==> config.mk <==
export PLATFORM = sky130hd
export DESIGN_NAME = fp32_divider
export DESIGN_NICKNAME = d
export VERILOG_FILES = /design/src/rtl/fp32_pkg.sv /design/src/rtl/fp32_mant_div_step.sv /design/src/rtl/fp32_divider.sv
export SDC_FILE = /design/constraint.sdc
export NUM_CORES = 1
export LEC_CHECK = 0
export ABC_AREA = 1
export BUFFER_PORTS_ARGS = -buffer_cell sky130_fd_sc_hd__buf_4
export CORE_MARGIN = 2
export CORE_UTILIZATION = 45
export CTS_CLUSTER_DIAMETER = 200
export CTS_CLUSTER_SIZE = 24
export DETAILED_ROUTE_END_ITERATION = 16
export PLACE_DENSITY_LB_ADDON = 0.25
export SYNTH_ARGS = -nofsm -noshare
export SYNTH_HDL_FRONTEND = slang
export SYNTH_SLANG_ARGS = --single-unit
==> constraint.sdc <==
create_clock -name clk -period 2.14 [get_ports clk]
set_clock_uncertainty 0.2 [all_clocks]
set_input_delay 0.428 -clock clk [delete_from_list [all_inputs] [get_ports clk]]
set_output_delay 0.428 -clock clk [all_outputs]
set_load 0.01 [all_outputs]
==> src/rtl/fp32_pkg.sv <==
// Shared definitions for the sequential FP32 divider: FSM encodings, FP32 constants
// and operand class decoders.
package fp32_pkg;

    localparam logic [2:0] S_IDLE   = 3'd0;
    localparam logic [2:0] S_CHECK  = 3'd1;
    localparam logic [2:0] S_DIVIDE = 3'd2;
    localparam logic [2:0] S_NORM   = 3'd3;
    localparam logic [2:0] S_DONE   = 3'd4;

    localparam int          EXP_BIAS  = 127;
    localparam logic [7:0]  EXP_MAX   = 8'hFF;
    localparam logic [31:0] QNAN      = 32'h7FC00000;
    localparam logic [31:0] POS_INF   = 32'h7F800000;
    localparam int          QUOT_BITS = 26;

    function automatic logic is_nan(input logic [31:0] x);
        return (x[30:23] == EXP_MAX) && (x[22:0] != 23'd0);
    endfunction

    function automatic logic is_inf(input logic [31:0] x);
        return (x[30:23] == EXP_MAX) && (x[22:0] == 23'd0);
    endfunction

    // Subnormals have a zero exponent and are treated as zero.
    function automatic logic is_zero(input logic [31:0] x);
        return (x[30:23] == 8'd0);
    endfunction

endpackage

==> src/rtl/fp32_mant_div_step.sv <==
// Combinational restoring-division stage producing RADIX_BITS quotient bits,
// most significant first; the remainder is doubled after each compare.
module fp32_mant_div_step
    import fp32_pkg::*;
#(
    parameter int RADIX_BITS = 1
) (
    input  logic [24:0]           i_rem,
    input  logic [23:0]           i_div,
    output logic [24:0]           o_rem,
    output logic [RADIX_BITS-1:0] o_q
);

    logic [24:0] w_rem;

    // Chain of compare/subtract/shift steps.
    always_comb begin
        w_rem = i_rem;
        o_q   = '0;
        for (int i = RADIX_BITS - 1; i >= 0; i--) begin
            if (w_rem >= {1'b0, i_div}) begin
                o_q[i] = 1'b1;
                w_rem  = w_rem - {1'b0, i_div};
            end else begin
                o_q[i] = 1'b0;
            end
            w_rem = {w_rem[23:0], 1'b0};
        end
        o_rem = w_rem;
    end

endmodule

==> src/rtl/fp32_divider.sv <==
// Sequential IEEE-754 single-precision divider with start/done handshake.
// Optional round-to-nearest-even in NORM: define FP32_DIV_ROUND_NEAREST_EN.
module fp32_divider
    import fp32_pkg::*;
#(
    parameter int RADIX_BITS = 1
) (
    input  logic        clk,
    input  logic        rst_n,
    input  logic        start_i,
    input  logic [31:0] a_i,
    input  logic [31:0] b_i,
    output logic [31:0] quotient_o,
    output logic        done_o,
    output logic        busy_o,
    output logic        nan_o,
    output logic        infinit_o,
    output logic        div_by_zero_o,
    output logic        overflow_o,
    output logic        underflow_o
);

    localparam logic [4:0] LAST_CNT = 5'(QUOT_BITS / RADIX_BITS - 1);

    logic [2:0]            r_state, w_state_nxt;
    logic [31:0]           r_a, r_b, r_quotient;
    logic signed [9:0]     r_exp;
    logic [24:0]           r_rem, w_rem_nxt;
    logic [23:0]           r_div;
    logic [QUOT_BITS-1:0]  r_quot;
    logic [4:0]            r_cnt;
    logic [RADIX_BITS-1:0] w_q_bits;
    logic                  r_done, r_busy, r_nan, r_inf, r_dbz, r_ovf, r_unf;
    logic                  w_sign, w_special;
    logic [31:0]           w_spec_q;
    logic [2:0]            w_spec_fl;
    logic [22:0]           w_frac, w_frac_fin;
    logic signed [9:0]     w_exp_n, w_exp_fin;

    fp32_mant_div_step #(.RADIX_BITS(RADIX_BITS)) u_step (
        .i_rem (r_rem),
        .i_div (r_div),
        .o_rem (w_rem_nxt),
        .o_q   (w_q_bits)
    );

    // Special-operand classification; first match wins.
    always_comb begin
        w_sign    = r_a[31] ^ r_b[31];
        w_special = 1'b1;
        w_spec_q  = 32'd0;
        w_spec_fl = 3'b000;
        if (is_nan(r_a) || is_nan(r_b) || (is_zero(r_a) && is_zero(r_b))
            || (is_inf(r_a) && is_inf(r_b))) begin
            w_spec_q  = QNAN;
            w_spec_fl = 3'b100;
        end else if (is_inf(r_a)) begin
            w_spec_q  = {w_sign, POS_INF[30:0]};
            w_spec_fl = 3'b010;
        end else if (is_inf(r_b)) begin
            w_spec_q  = {w_sign, 31'd0};
        end else if (is_zero(r_b)) begin
            w_spec_q  = {w_sign, POS_INF[30:0]};
            w_spec_fl = 3'b001;
        end else if (is_zero(r_a)) begin
            w_spec_q  = {w_sign, 31'd0};
        end else begin
            w_special = 1'b0;
        end
    end

    // Normalisation of the raw quotient and optional rounding.
`ifdef FP32_DIV_ROUND_NEAREST_EN
    logic        w_guard, w_sticky, w_round_up;
    logic [23:0] w_frac_sum;
`endif
    always_comb begin
        if (r_quot[QUOT_BITS-1]) begin
            w_frac  = r_quot[24:2];
            w_exp_n = r_exp;
        end else begin
            w_frac  = r_quot[23:1];
            w_exp_n = r_exp - 10'sd1;
        end
`ifdef FP32_DIV_ROUND_NEAREST_EN
        if (r_quot[QUOT_BITS-1]) begin
            w_guard  = r_quot[1];
            w_sticky = r_quot[0] | (r_rem != 25'd0);
        end else begin
            w_guard  = r_quot[0];
            w_sticky = (r_rem != 25'd0);
        end
        w_round_up = w_guard & (w_sticky | w_frac[0]);
        w_frac_sum = {1'b0, w_frac} + {23'd0, w_round_up};
        w_frac_fin = w_frac_sum[22:0];
        w_exp_fin  = w_exp_n + (w_frac_sum[23] ? 10'sd1 : 10'sd0);
`else
        w_frac_fin = w_frac;
        w_exp_fin  = w_exp_n;
`endif
    end

    // Next-state decode.
    always_comb begin
        case (r_state)
            S_IDLE:   w_state_nxt = start_i ? S_CHECK : S_IDLE;
            S_CHECK:  w_state_nxt = w_special ? S_DONE : S_DIVIDE;
            S_DIVIDE: w_state_nxt = (r_cnt == LAST_CNT) ? S_NORM : S_DIVIDE;
            S_NORM:   w_state_nxt = S_DONE;
            S_DONE:   w_state_nxt = S_IDLE;
            default:  w_state_nxt = S_IDLE;
        endcase
    end

    // State, datapath and registered result/flag outputs.
    always_ff @(posedge clk or negedge rst_n) begin
        if (!rst_n) begin
            r_state    <= S_IDLE;
            r_a        <= 32'd0;
            r_b        <= 32'd0;
            r_exp      <= 10'sd0;
            r_rem      <= 25'd0;
            r_div      <= 24'd0;
            r_quot     <= '0;
            r_cnt      <= 5'd0;
            r_quotient <= 32'd0;
            {r_nan, r_inf, r_dbz, r_ovf, r_unf} <= 5'b00000;
            r_done     <= 1'b0;
            r_busy     <= 1'b0;
        end else begin
            r_state <= w_state_nxt;
            r_done  <= (w_state_nxt == S_DONE);
            r_busy  <= (w_state_nxt != S_IDLE);
            case (r_state)
                S_IDLE: begin
                    if (start_i) begin
                        r_a        <= a_i;
                        r_b        <= b_i;
                        r_quotient <= 32'd0;
                        {r_nan, r_inf, r_dbz, r_ovf, r_unf} <= 5'b00000;
                    end
                end
                S_CHECK: begin
                    if (w_special) begin
                        r_quotient             <= w_spec_q;
                        {r_nan, r_inf, r_dbz}  <= w_spec_fl;
                    end else begin
                        r_rem  <= {2'b01, r_a[22:0]};
                        r_div  <= {1'b1, r_b[22:0]};
                        r_exp  <= $signed({2'b00, r_a[30:23]}) - $signed({2'b00, r_b[30:23]})
                                  + 10'(EXP_BIAS);
                        r_cnt  <= 5'd0;
                        r_quot <= '0;
                    end
                end
                S_DIVIDE: begin
                    r_rem  <= w_rem_nxt;
                    r_quot <= {r_quot[QUOT_BITS-1-RADIX_BITS:0], w_q_bits};
                    r_cnt  <= (r_cnt == LAST_CNT) ? 5'd0 : r_cnt + 5'd1;
                end
                S_NORM: begin
                    if (w_exp_fin >= 10'sd255) begin
                        r_quotient <= {w_sign, POS_INF[30:0]};
                        r_ovf      <= 1'b1;
                    end else if (w_exp_fin <= 10'sd0) begin
                        r_quotient <= {w_sign, 31'd0};
                        r_unf      <= 1'b1;
                    end else begin
                        r_quotient <= {w_sign, w_exp_fin[7:0], w_frac_fin};
                    end
                end
                default: begin
                end
            endcase
        end
    end

    assign quotient_o    = r_quotient;
    assign done_o        = r_done;
    assign busy_o        = r_busy;
    assign nan_o         = r_nan;
    assign infinit_o     = r_inf;
    assign div_by_zero_o = r_dbz;
    assign overflow_o    = r_ovf;
    assign underflow_o   = r_unf;

endmodule

==> results of run 1 <==
==> kinds of logic after synthesis <==
logic type / count (synthesis)
adder cells (fa/ha/maj): 38
XOR/XNOR: 23
flip-flops: 196
AO/OA/AOI/OAI: 162
buffers and inverters: 249
AND/OR/NAND/NOR: 919
==> what timing repair did <==
action / 4_1_cts / 5_1_grt
gates resized for setup: 186 / 297
buffers inserted: 43 / 30
endpoints found under the setup margin: 127 / 131
pin swaps: 69 / 119
cloned: 10 / 11
endpoints found under the hold margin: 77 / 2
hold buffers: 54 / 2
==> power by group through the flow <==
stage	Clock, W	Combinational (W)	Sequential (W)
6_report	0.00361	0.0247	0.00622
3_3_place_gp	0	0.0168	0.00597
5_1_grt	0.00377	0.0264	0.00633
3_5_place_dp	0	0.0170	0.00601
2_1_floorplan	0	0.00985	0.00591
4_1_cts	0.00362	0.0205	0.00603
==> tightest hold or removal path, stage by stage <==
cell and delay, ns:
buf_4 0.08, nand2_1 0.05, o21ai_0 0.06
==> flip-flops by register name, summed over array words and instances (netlist names), 5 cells and up <==
signal      cells
quotient_o     32
r_exp          10
r_a            32
r_div          24
r_cnt           5
r_quot         26
r_rem          25
r_b            32
==> routing by layer <==
metal / wire, um / vias to the layer above / GRT usage (%)
met5: 0 / - / 0
met4: 2450 / 0 / 12.6
met3: 3560 / 208 / 3.90
met2: 20900 / 757 / 48.1
met1: 17200 / 6190 / 38.7
li1: - / 5898 / -
==> cells in the final DEF, fill, tap and decap left out, types with 26 or more instances in the layout <==
| master | instances |
|---|---|
| clkbuf_16 | 27 |
| nand3_1 | 47 |
| nor2_2 | 28 |
| inv_1 | 162 |
| o21ai_0 | 40 |
| o22ai_1 | 26 |
| inv_2 | 28 |
| nor2_1 | 108 |
| nand2_4 | 38 |
| buf_6 | 33 |
| buf_4 | 340 |
| nand2_1 | 483 |
| ha_4 | 27 |
| nand4_1 | 36 |
| o21ai_1 | 28 |
| nand3_2 | 42 |
| dfrtp_1 | 195 |
| dlygate4sd3_1 | 56 |
| nand2_2 | 88 |
==> layout make-up <==
type                            instances  area [um^2]
Clock inverter                         15          243
Timing Repair Buffer                  478         4520
Sequential cell                       196         4910
Multi-Input combinational cell       1143         7050
Tap cell                              330          413
Antenna cell                            1         2.50
Fill cell                            1638         6660
Clock buffer                           17          425
Inverter                              194          741
==> final timing paths <==
kind                                      startpoint                    endpoint  cells after the start
max                             r_exp[1]$_DFFE_PN0P_  quotient_o[13]$_DFFE_PN0P_                     13
min                                          a_i[23]         r_a[23]$_DFFE_PN0P_                      3
max reg2reg                     r_exp[1]$_DFFE_PN0P_  quotient_o[13]$_DFFE_PN0P_                     13
min reg2reg                quotient_o[6]$_DFFE_PN0P_   quotient_o[6]$_DFFE_PN0P_                      2
max in group asynchronous                      rst_n         r_a[22]$_DFFE_PN0P_                      3
min in group asynchronous                      rst_n       r_rem[13]$_DFFE_PN0P_                      2
==> per-stage QoR <==
step | utilization, % | TNS [ns] | worst slack (ns) | hold WS [ns] | std cells
3_5_place_dp | 57.4 | -15.48 | -0.244 | 0.166 | 2201
2_1_floorplan | - | -0.0438 | -0.0350 | -0.0676 | 1587
3_3_place_gp | 57.4 | -11.41 | -0.227 | 0.169 | 2201
5_1_grt | 73.3 | -35.06 | -0.474 | 0.00851 | 2374
4_1_cts | 67.6 | -9.34 | -0.137 | 0.000227 | 2338
6_report | 73.3 | -26.81 | -0.391 | 0.00799 | 2374
==> results.cfg, run 1 <==
[synth]
syn-num-nets = 1692
syn_inst = 1587
synth_area_um2 = 11400
synth.area.top_cells = dfrtp_1 43%, nand2_1 20%, inv_1 6.3%
synth_fa_ha_area_share_pct = 4.32
yosysSeqAreaShare_pct = 43.2
synth_top_cell_by_area = dfrtp_1
yosysMostFrequentCell = nand2_1
async_flop_share_pct = 100
yosys.area_share.simple_pct = 33.5
synth_xor_xnor_area_share_pct = 1.84
synth_edf_count = 0
yosysTopAreaCellShare_pct = 43.2
synth_ff_type = dfrtp_1
synth_top_family_by_area = simple AND/OR/NAND/NOR gates
synthTopCellsByCount = 610 x nand2_1, 196 x dfrtp_1, 190 x inv_1
ys_warn_count = 0
ys_ff_latch = 196
yosysUniqueCellTypes = 44
synthMuxAreaShare_pct = 0
postSynthAreaPerCell_um2 = 7.15
synth_compound_area_share_pct = 7.90

[sta]
period_needed_ns = 2.53
hold_viol_final = 0
slew_viol_final = 0
setup_viol = 131
period_share_pct = 118
tightest_slew_ns = 0.592
worst_slack_ns = -0.391
relSlewSlack_pct = 60.3
rsz0062_at_grt = true
timing.fmax_mhz = 395

[floorplan]
start_util_pct = 45.5
ios = 106
die_x_um = 163
die_y_um = 163
core-area_um2 = 25000
row_count = 58
die-area_um2 = 26500

[worst_setup_path]
critPathBufInv = 3
crit_fanout = 6
cp-start-kind = flop
worst_path_largest_cell_delay_ns = 0.44
r2r_slack_ns = -0.39
worstPathRequired_ns = 2.30
end_kind = flop
crit_type = reg -> reg
critPathTopFamily = simple AND/OR/NAND/NOR gates
cp.arrival_ns = 2.69
critPathMostFrequentCell = nand2_1
cpMaxStageDelayCell = dfrtp_1
path_cells = inv_1 -> ha_2 -> nand3_4 -> nand2_1 -> nand3_1 -> nor3_2 -> nand3b_1 -> nand2_2 -> nand2_8 -> buf_12 -> clkbuf_16 -> nand3_2 -> nand2_1

[grt]
grt.overflow.total = 0
grt_pass1_vias = 12100
antenna_found_initial = 1
grt_max_degree = 64
grt_pass1_wl_um = 61100
grt_use_total_pct = 29.2

[drt]
dr.pass1.iters = 5
post-route-drc-count = 0
wl_per_cell_um = 18.6
dr_total_vias = 13100
post_drt_via_cell_ratio = 5.50
postRouteAntennaNets = 0
drtIter0Drc = 1447
finalWirelength_um = 44100

[cts]
cts.sinks = 196
cts_tree = built
path_clk_slew_ns = 0.09
htree_num_levels = 4
clock_path_buffers = 2
cts_buffers = 17
clk_latency_ns = 0.46
clock-root-buffer = clkbuf_16

[layout]
num-nets-final = 2135
syn2layout_area_growth_pct = 61.2
drive_above_1_share_pct = 39.2
fin_area_um2 = 18300

[placement]
globalplace.congestion = 0.948
placed_area_um2 = 14300
dpl.hpwl_um = 24500
numPortBuffers = 105

[power]
cellPowerDensity_nw_per_um2 = 1890
vdd_ir_drop_max_uv = 1140
clkPwrFrac_pct = 10.5
p_int_w = 0.0182
power_w = 0.0345
pwr-share-seq_pct = 18.0
p_leak_nw = 9.37
comb_power_share_pct = 71.5
sw_frac_of_total_pct = 47.2
power_switching_w = 0.0163

[min_path]
hold_path_class = in -> reg

[status]
violations = setup timing
status = finished, violations left

[run]
cap_violations = 0
Note: power is estimated with default switching activity, not from simulation.
==> inputs of run 2 (changes only) <==
--- a/config.mk
+++ b/config.mk
@@ -7,12 +7,14 @@
 export LEC_CHECK = 0
 export ABC_AREA = 1
 export BUFFER_PORTS_ARGS = -buffer_cell sky130_fd_sc_hd__buf_4
+export CAP_MARGIN = 20
 export CORE_MARGIN = 2
 export CORE_UTILIZATION = 45
 export CTS_CLUSTER_DIAMETER = 200
 export CTS_CLUSTER_SIZE = 24
 export DETAILED_ROUTE_END_ITERATION = 16
 export PLACE_DENSITY_LB_ADDON = 0.25
+export REMOVE_ABC_BUFFERS = 1
 export SYNTH_ARGS = -nofsm -noshare
 export SYNTH_HDL_FRONTEND = slang
 export SYNTH_SLANG_ARGS = --single-unit
==> results.cfg, run 2 (synthesis gave the netlist of run 1 again) <==
[floorplan]
start_util_pct = 45.5
row_count = 58
core-area_um2 = 25000
die_x_um = 163
ios = 106
die_y_um = 163
die-area_um2 = 26500

[cts]
htree_num_levels = 4
clk_latency_ns = 0.45
cts_buffers = 17
cts.sinks = 196
cts_tree = built
path_clk_slew_ns = 0.09
clock_path_buffers = 2
clock-root-buffer = clkbuf_16

[layout]
mostFrequentLayoutCells = 530 x nand2_1, 356 x buf_4, 195 x dfrtp_1, 166 x inv_1, 113 x nor2_1
fill_cells = 1970
syn2layout_area_growth_pct = 54.5
diodes = 0
drive_above_1_share_pct = 34.8
layout_commonest_cell = nand2_1
num-nets-final = 2127

[power]
vdd_ir_drop_max_uv = 1020
p_leak_nw = 8.98
cellPowerDensity_nw_per_um2 = 1840

[drt]
post-route-drc-count = 0
drtIter0Drc = 868
dr_total_vias = 11800
wl_per_cell_um = 15.5
finalWirelength_um = 36700
dr.pass1.iters = 5
post_drt_via_cell_ratio = 5.00
postRouteAntennaNets = 0

[worst_setup_path]
path_cells = nor2_2 -> nand2_1 -> nor2_1 -> nand3_2 -> a21oi_2 -> nand3_2 -> nor2_4 -> buf_12 -> buf_12 -> buf_6 -> nand2_2 -> o21ai_1
critPathTopFamily = simple AND/OR/NAND/NOR gates
cp-start-kind = flop
end_kind = flop
worstPathRequired_ns = 2.31
worst_path_largest_cell_delay_ns = 0.41
crit_type = reg -> reg
critPathBufInv = 3
crit_fanout = 7
cp.arrival_ns = 2.49
cpMaxStageDelayCell = dfrtp_1

[grt]
antenna_found_initial = 0
grt_pass1_wl_um = 57100
grt.overflow.total = 0
grt_max_degree = 53
grt_use_total_pct = 26.8
grt_pass1_vias = 11600

[sta]
slew_viol_final = 0
setup_viol = 125
tns_ns = -16.16
period_share_pct = 108
relSlewSlack_pct = 65.1
period_needed_ns = 2.32
worst_slack_ns = -0.180
hold_viol_final = 0
hold-worst-slack_ns = 0.0138
tightest_slew_ns = 0.524
timing.fmax_mhz = 431
rsz0062_at_grt = true

[placement]
numPortBuffers = 105
dpl.hpwl_um = 23800
globalplace.congestion = 0.925

[status]
status = finished, violations left
violations = setup timing

[run]
cap_violations = 0

[min_path]
hold_path_class = in -> reg
-- run 2: changes by cell type in the layout (fill, tap and decap cells not counted), moves of 8 or more --
cell / before / now
o22ai_2: 3 / 23
o22ai_1: 26 / 1
o21ai_2: 24 / 16
nand3_2: 42 / 11
nand2_1: 483 / 530
buf_4: 340 / 356
nand2_4: 38 / 19
buf_6: 33 / 23
nand2_2: 88 / 64
o21ai_0: 40 / 48
nand3_1: 47 / 83
-- run 2: worst reg2reg max path, stage by stage, from the launching register on --
cell	delay (ns)
dfrtp_1	0.41
nor2_2	0.19
nand2_1	0.11
nor2_1	0.18
nand3_2	0.10
a21oi_2	0.17
nand3_2	0.16
nor2_4	0.20
buf_12	0.16
buf_12	0.14
buf_6	0.12
nand2_2	0.04
o21ai_1	0.07
-- run 2: repair_timing --
item,CTS,global route
setup endpoints to repair,113,131
pin swaps,55,59
buffers inserted,37,17
gates resized for setup,173,184
cloned,3,9
hold endpoints to repair,92,0
hold buffers,60,0
-- run 2: layout make-up --
cell class / count / area (um^2) / area share [%]
Sequential cell: 196 / 4910 / 28.0
Timing Repair Buffer: 470 / 4140 / 23.6
Inverter: 194 / 741 / 4.22
Clock inverter: 15 / 236 / 1.35
Clock buffer: 17 / 425 / 2.42
Multi-Input combinational cell: 1143 / 6680 / 38.1
Tap cell: 330 / 413 / 2.35
-- run 2: per-stage QoR --
step | cell area, um^2 | utilization, % | setup WS (ns) | std cells | power [W]
5_1_grt | 17500 | 70.3 | -0.343 | 2365 | 0.0346
4_1_cts | 16500 | 66.2 | -0.171 | 2343 | 0.0292
3_5_place_dp | 14300 | 57.2 | -0.322 | 2212 | 0.0229
2_1_floorplan | 11000 | - | -1.49 | 1532 | 0.0150
6_report | 17500 | 70.3 | -0.180 | 2365 | 0.0323
3_3_place_gp | 14300 | 57.2 | -0.300 | 2212 | 0.0227
-- run 2: path summary, 6_finish.rpt --
kind	endpoint	slack (ns)	cells after the start	start
setup / recovery	r_div[14]$_DFFE_PN0P_	-0.18	12	r_a[14]$_DFFE_PN0P_
hold / removal	r_b[31]$_DFFE_PN0P_	0.01	3	b_i[31]
setup reg to reg	r_div[14]$_DFFE_PN0P_	-0.18	12	r_a[14]$_DFFE_PN0P_
hold reg to reg	quotient_o[19]$_DFFE_PN0P_	0.29	2	quotient_o[19]$_DFFE_PN0P_
max in group asynchronous	quotient_o[31]$_DFFE_PN0P_	0.88	3	rst_n
min in group asynchronous	r_a[6]$_DFFE_PN0P_	0.25	2	rst_n
-- run 2: routing by layer --
| metal | wire length [um] | GRT usage [%] |
|---|---|---|
| met2 | 17800 | 44.8 |
| met3 | 1570 | 3.41 |
| met5 | 0 | 0 |
| met4 | 706 | 7.64 |
| met1 | 16600 | 36.6 |
-- run 2: report_power, final --
| group | internal (W) | switching, W | total (W) |
|---|---|---|---|
| Clock | 0.00169 | 0.00191 | 0.00360 |
| Sequential | 0.00505 | 0.000981 | 0.00603 |
| Combinational | 0.0107 | 0.0119 | 0.0226 |
